==> src/rtl/core_types_pkg.sv <==
// Core-wide writeback types and PRF/ROB geometry.
// Shared by the WB arbiter and the pipelines' WB stage.
package core_types_pkg;

    localparam int PRF_BANK_COUNT     = 4;
    localparam int LOG_PRF_BANK_COUNT = 2;
    localparam int LOG_PR_COUNT       = 7;
    localparam int LOG_ROB_ENTRIES    = 7;

    typedef struct packed {
        logic [31:0]                data;
        logic [LOG_PR_COUNT-1:0]    PR;
        logic [LOG_ROB_ENTRIES-1:0] ROB_index;
    } wb_req_t;

    // Low PR bits interleave physical registers across banks.
    function automatic logic [LOG_PRF_BANK_COUNT-1:0] pr_bank(
        input logic [LOG_PR_COUNT-1:0] pr
    );
        return pr[LOG_PRF_BANK_COUNT-1:0];
    endfunction

endpackage

==> src/rtl/wb_req_fifo2.sv <==
// Two-entry in-order FIFO holding one requester's writebacks.
// Same-cycle push and pop are allowed at any occupancy below full.
module wb_req_fifo2
    import core_types_pkg::*;
#(
    parameter type T = wb_req_t
) (
    input  logic clk,
    input  logic rst,
    input  logic push,
    input  T     push_req,
    input  logic pop,
    output logic head_valid,
    output T     head_req,
    output logic full
);

    T           r_mem [2];
    logic       r_rd_ptr;
    logic       r_wr_ptr;
    logic [1:0] r_count;

    logic w_push;
    logic w_pop;

    assign head_valid = (r_count != 2'd0);
    assign full       = (r_count == 2'd2);
    assign head_req   = r_mem[r_rd_ptr];

    assign w_push = push && !full;
    assign w_pop  = pop && head_valid;

    always_ff @(posedge clk or posedge rst) begin
        if (rst) begin
            r_mem[0] <= '0;
            r_mem[1] <= '0;
            r_rd_ptr <= 1'b0;
            r_wr_ptr <= 1'b0;
            r_count  <= 2'd0;
        end else begin
            if (w_push) begin
                r_mem[r_wr_ptr] <= push_req;
                r_wr_ptr        <= ~r_wr_ptr;
            end
            if (w_pop) begin
                r_rd_ptr <= ~r_rd_ptr;
            end
            r_count <= r_count + 2'(w_push) - 2'(w_pop);
        end
    end

endmodule

==> src/rtl/prf_wb_arbiter.sv <==
// Writeback arbiter: per-requester FIFOs feeding one round-robin
// grant per PRF bank, registered onto bank write, bypass and ROB ports.
module prf_wb_arbiter
    import core_types_pkg::*;
#(
    parameter int REQUESTERS = 4
) (
    input  logic                                           CLK,
    input  logic                                           RST,
    input  logic [REQUESTERS-1:0]                          WB_valid,
    input  logic [REQUESTERS-1:0][31:0]                    WB_data,
    input  logic [REQUESTERS-1:0][LOG_PR_COUNT-1:0]        WB_PR,
    input  logic [REQUESTERS-1:0][LOG_ROB_ENTRIES-1:0]     WB_ROB_index,
    output logic [REQUESTERS-1:0]                          WB_ready,
    output logic [PRF_BANK_COUNT-1:0]                      bank_write_valid,
    output logic [PRF_BANK_COUNT-1:0][LOG_PR_COUNT-1:0]    bank_write_PR,
    output logic [PRF_BANK_COUNT-1:0][31:0]                bank_write_data,
    output logic [PRF_BANK_COUNT-1:0][31:0]                forward_data_by_bank,
    output logic [PRF_BANK_COUNT-1:0]                      complete_valid,
    output logic [PRF_BANK_COUNT-1:0][LOG_ROB_ENTRIES-1:0] complete_ROB_index
);

    localparam int RRW = (REQUESTERS > 1) ? $clog2(REQUESTERS) : 1;

    wb_req_t w_push_req [REQUESTERS];
    wb_req_t w_head_req [REQUESTERS];

    logic [REQUESTERS-1:0] w_head_valid;
    logic [REQUESTERS-1:0] w_full;
    logic [REQUESTERS-1:0] w_push;
    logic [REQUESTERS-1:0] w_pop;

    logic [PRF_BANK_COUNT-1:0][REQUESTERS-1:0] w_elig;
    logic [PRF_BANK_COUNT-1:0]                 w_gnt;
    logic [PRF_BANK_COUNT-1:0][RRW-1:0]        w_gnt_idx;

    logic [PRF_BANK_COUNT-1:0][RRW-1:0]             r_rr;
    logic [PRF_BANK_COUNT-1:0]                      r_valid;
    logic [PRF_BANK_COUNT-1:0][LOG_PR_COUNT-1:0]    r_pr;
    logic [PRF_BANK_COUNT-1:0][31:0]                r_data;
    logic [PRF_BANK_COUNT-1:0][LOG_ROB_ENTRIES-1:0] r_rob;

    // First eligible requester at or after ptr, wrapping; MSB = found.
    function automatic logic [RRW:0] rr_pick(
        input logic [REQUESTERS-1:0] elig,
        input logic [RRW-1:0]        ptr
    );
        logic [RRW:0] res;
        int           idx;
        res = '0;
        for (int k = REQUESTERS - 1; k >= 0; k--) begin
            idx = (int'(ptr) + k) % REQUESTERS;
            if (elig[idx]) begin
                res = {1'b1, RRW'(idx)};
            end
        end
        return res;
    endfunction

    function automatic logic [RRW-1:0] rr_next(
        input logic [RRW-1:0] win
    );
        return RRW'((int'(win) + 1) % REQUESTERS);
    endfunction

    // Ready depends only on FIFO occupancy, never on this cycle's valid.
    assign WB_ready = ~w_full;
    assign w_push   = WB_valid & WB_ready;

    for (genvar r = 0; r < REQUESTERS; r++) begin : g_req
        assign w_push_req[r] = '{
            data:      WB_data[r],
            PR:        WB_PR[r],
            ROB_index: WB_ROB_index[r]
        };

        wb_req_fifo2 #(
            .T(wb_req_t)
        ) u_fifo (
            .clk        (CLK),
            .rst        (RST),
            .push       (w_push[r]),
            .push_req   (w_push_req[r]),
            .pop        (w_pop[r]),
            .head_valid (w_head_valid[r]),
            .head_req   (w_head_req[r]),
            .full       (w_full[r])
        );
    end

    always_comb begin
        w_elig    = '0;
        w_gnt     = '0;
        w_gnt_idx = '0;
        w_pop     = '0;
        for (int b = 0; b < PRF_BANK_COUNT; b++) begin
            for (int r = 0; r < REQUESTERS; r++) begin
                w_elig[b][r] = w_head_valid[r] &&
                    (pr_bank(w_head_req[r].PR) ==
                     LOG_PRF_BANK_COUNT'(b));
            end
            {w_gnt[b], w_gnt_idx[b]} = rr_pick(w_elig[b], r_rr[b]);
            // A head names one bank, so at most one bank pops it.
            if (w_gnt[b]) begin
                w_pop[w_gnt_idx[b]] = 1'b1;
            end
        end
    end

    always_ff @(posedge CLK or posedge RST) begin
        if (RST) begin
            r_rr    <= '0;
            r_valid <= '0;
            r_pr    <= '0;
            r_data  <= '0;
            r_rob   <= '0;
        end else begin
            for (int b = 0; b < PRF_BANK_COUNT; b++) begin
                r_valid[b] <= w_gnt[b];
                if (w_gnt[b]) begin
                    r_rr[b]   <= rr_next(w_gnt_idx[b]);
                    r_pr[b]   <= w_head_req[w_gnt_idx[b]].PR;
                    r_data[b] <= w_head_req[w_gnt_idx[b]].data;
                    r_rob[b]  <= w_head_req[w_gnt_idx[b]].ROB_index;
                end
            end
        end
    end

    assign bank_write_valid     = r_valid;
    assign bank_write_PR        = r_pr;
    assign bank_write_data      = r_data;
    assign forward_data_by_bank = r_data;
    assign complete_valid       = r_valid;
    assign complete_ROB_index   = r_rob;

endmodule

==> config.mk <==
export PLATFORM = sky130hd
export DESIGN_NAME = prf_wb_arbiter
export DESIGN_NICKNAME = d
export VERILOG_FILES = /design/src/rtl/core_types_pkg.sv /design/src/rtl/wb_req_fifo2.sv /design/src/rtl/prf_wb_arbiter.sv
export SDC_FILE = /design/constraint.sdc
export NUM_CORES = 1
export LEC_CHECK = 0
export ABC_AREA = 1
export CAP_MARGIN = 20
export CORE_ASPECT_RATIO = 0.8
export CORE_MARGIN = 2
export CORE_UTILIZATION = 40
export CTS_CLUSTER_DIAMETER = 200
export DETAILED_ROUTE_END_ITERATION = 10
export PLACE_DENSITY = 0.68
export SLEW_MARGIN = 20
export SYNTH_ARGS = -nofsm -noshare
export SYNTH_HDL_FRONTEND = slang
export SYNTH_SLANG_ARGS = --single-unit
==> constraint.sdc <==
create_clock -name CLK -period 23.1 [get_ports CLK]
set_input_delay 3.465 -clock CLK [delete_from_list [all_inputs] [get_ports CLK]]
set_output_delay 3.465 -clock CLK [all_outputs]
set_load 0.005 [all_outputs]
==> reports/metrics.yaml <==
outcome:
  status: "finished, final reports clean"
synth:
  netlist_area_um2: 31600
  ys.flop_type: "dfrtp_1"
  syn-num-nets: 4504
  synth_top_area_frac: 0.459
  synth_cell_types: 34
  avgSynthCellArea_um2: 7.36
  ys_warn_count: 0
  synth.top_cells.by_area: "dfrtp_1, nand2_1, o21ai_0"
  yosys.area.top_type: "dfrtp_1"
  syn_inst: 4298
  ys_ff_latch: 580
  ys_seq_area_frac: 0.459
  synth.most_common_cell: "nand2_1"
  synth_edf_count: 0
  ys_async_sr_fraction: 1.00
  synth_common_cells: "nand2_1, dfrtp_1, o21ai_0"
clock_tree:
  cts_tree: "yes"
  cts.clk_slew.worst_paths_ns: 0.06
  clock_latency_ns: 0.65
  cts.sinks: 580
  clock-root-buffer: "clkbuf_16"
  postCtsHoldBufs: 0
  cts_buffer_depth: 3
  cts_buffers: 61
  postCtsSetupBuffers: 0
  post_cts_resized: 0
  htreeDepth: 2
route:
  drcViolationCount: 0
  vias: 30000
  ant_nets: 0
  avgRoutedWirePerCell_um: 21.4
  first_pass_iters: 6
  drtIter0Drc: 3317
  via_per_inst: 5.34
  drt_wl_total_um: 120000
critical_path:
  path_buf_inv: 4
  worstPathArrival_ns: 6.21
  crit_slowest_cell: "buf_4"
  crit_chain: "clkdlybuf4s50_1, inv_8, buf_12, buf_4"
  crit_family: "buffers and inverters"
  path_class: "input pin to asynchronous set/reset pin"
  reg2reg_slack_ns: 17.73
  critPathCaptureType: "asynchronous set/reset pin"
  required_ns: 23.73
  crit_fanout: 146
  cp-start-kind: "input pin"
  critPathMaxStageDelay_ns: 0.84
place:
  gp_congestion: 0.907
  io_buffers: 513
  dp_hpwl_um: 79900
floorplanning:
  die_w_um: 318
  fp-row-count: 92
  num_io_pins: 514
  coreArea_um2: 78500
  die_h_um: 255
  dieArea_um2: 81300
  initial_core_util: 0.403
grt:
  first_global_vias: 28300
  grt_antenna_before_repair: 70
  overflow: 0
  grt_max_degree: 147
  track_usage: 0.289
  grt_pass1_wl_um: 179000
finish:
  nets: 4714
  drive_gt1_frac: 0.0501
  syn_to_final_growth_pct: 21.7
worst_hold_path:
  min_path_type: "flip-flop to flip-flop"
timing:
  tightest_slew_ns: 1.18
  setup_viol_count_final: 0
  setup-tns-final_ns: 0
  finalHoldViolations: 0
  fin_crit_ns: 5.57
  rsz0062_at_grt: "false"
  fmax_ghz: 0.179
  drv_slew: 0
  finClkSkew_ns: 0.0304
  post-route-period-util: 0.241
  relSlewSlack: 0.214
run:
  max_cap_violations: 0
[stage by stage]
step | std cells | cell area (um^2) | setup WS, ns | utilization | hold slack [ns]
2_1_floorplan | 4298 | 31600 | 3.41 | - | 0.446
3_3_place_gp | 5477 | 36200 | 16.79 | 0.461 | 0.460
3_5_place_dp | 5477 | 36200 | 16.78 | 0.461 | 0.459
4_1_cts | 5587 | 38400 | 17.46 | 0.489 | 0.475
5_1_grt | 5611 | 38500 | 17.15 | 0.490 | 0.487
6_report | 5620 | 38500 | 17.53 | 0.490 | 0.477
[placed cells by master (no fill, tap or decap), drive strengths merged, types with 31 or more instances in the layout]
master and instances:
clkbuf 90, clkdlybuf4s50 513, dfrtp 580, diode 31
inv 300, mux2i 131, nand2 1843, nand3 407
o21ai 511, or2 57
[layer usage]
metal | vias to the layer above | part of all wire | GRT usage
met5 | - | 0.0020 | 0
met4 | 36 | 0.037 | 0.129
met3 | 308 | 0.11 | 0.0749
met2 | 1615 | 0.45 | 0.449
met1 | 14200 | 0.40 | 0.381
li1 | 13900 | - | -
[worst paths after layout]
kind | start | end | depth (start not counted)
max | RST | bank_write_PR[16] | 4
min | bank_write_PR[7] | bank_write_PR[7] | 1
max reg2reg | g_req[1].u_fifo.r_rd_ptr | g_req[2].u_fifo.r_count[1] | 21
min reg2reg | bank_write_PR[7] | bank_write_PR[7] | 1
max in group CLK | g_req[1].u_fifo.r_rd_ptr | g_req[2].u_fifo.r_count[1] | 21
min in group asynchronous | RST | bank_write_data[97] | 2
[cells by family (layout without fill, tap and decap cells)]
kind of cell,Yosys count,in the layout,synth area share
buf+inv,695,952,0.105
xor+xnor,12,12,0.00332
flops,580,580,0.459
mux,131,131,0.0415
other cells,0,31,0
fa+ha+maj,16,16,0.00633
compound gates,517,517,0.0822
simple gates,2347,2347,0.302
[layout make-up]
| cell class | instances | area (um^2) |
|---|---|---|
| inverters | 299 | 1130 |
| fillers | 7732 | 40000 |
| repair buffers | 543 | 5410 |
| multi-input cells | 3023 | 13900 |
| diodes | 31 | 77.6 |
| flip-flops and latches | 580 | 14500 |
| clock inverters | 20 | 347 |
| well taps | 1034 | 1290 |
| clock buffers | 90 | 1850 |
[state kept, by name, indices dropped and copies added, names as in the netlist, 8 cells and up]
| name | cells |
|---|---|
| g_req.u_fifo.r_mem | 368 |
| bank_write_data | 128 |
| bank_write_PR | 28 |
| complete_ROB_index | 28 |
| g_req.u_fifo.r_count | 8 |
| r_rr | 8 |
[worst reg2reg max path, cell delays in order (launching register included)]
cell	delay, ns
dfrtp_4	1.16
inv_1	0.32
nand2_1	0.14
nand2_1	0.08
nand3_1	0.21
nand2_1	0.11
nand2_1	0.10
nor2_1	0.07
o21ai_2	0.20
nand3_4	0.53
nand2_4	0.75
inv_1	0.15
ha_1	0.20
nand2_1	0.06
nand2_1	0.07
nand3b_1	0.27
nand2_1	0.14
inv_1	0.05
ha_1	0.27
inv_1	0.04
ha_1	0.18
xnor2_1	0.17
Power is left out: the tool's default activity adds up to more than one toggle a clock period on the data nets, which glitch-free logic cannot reach.
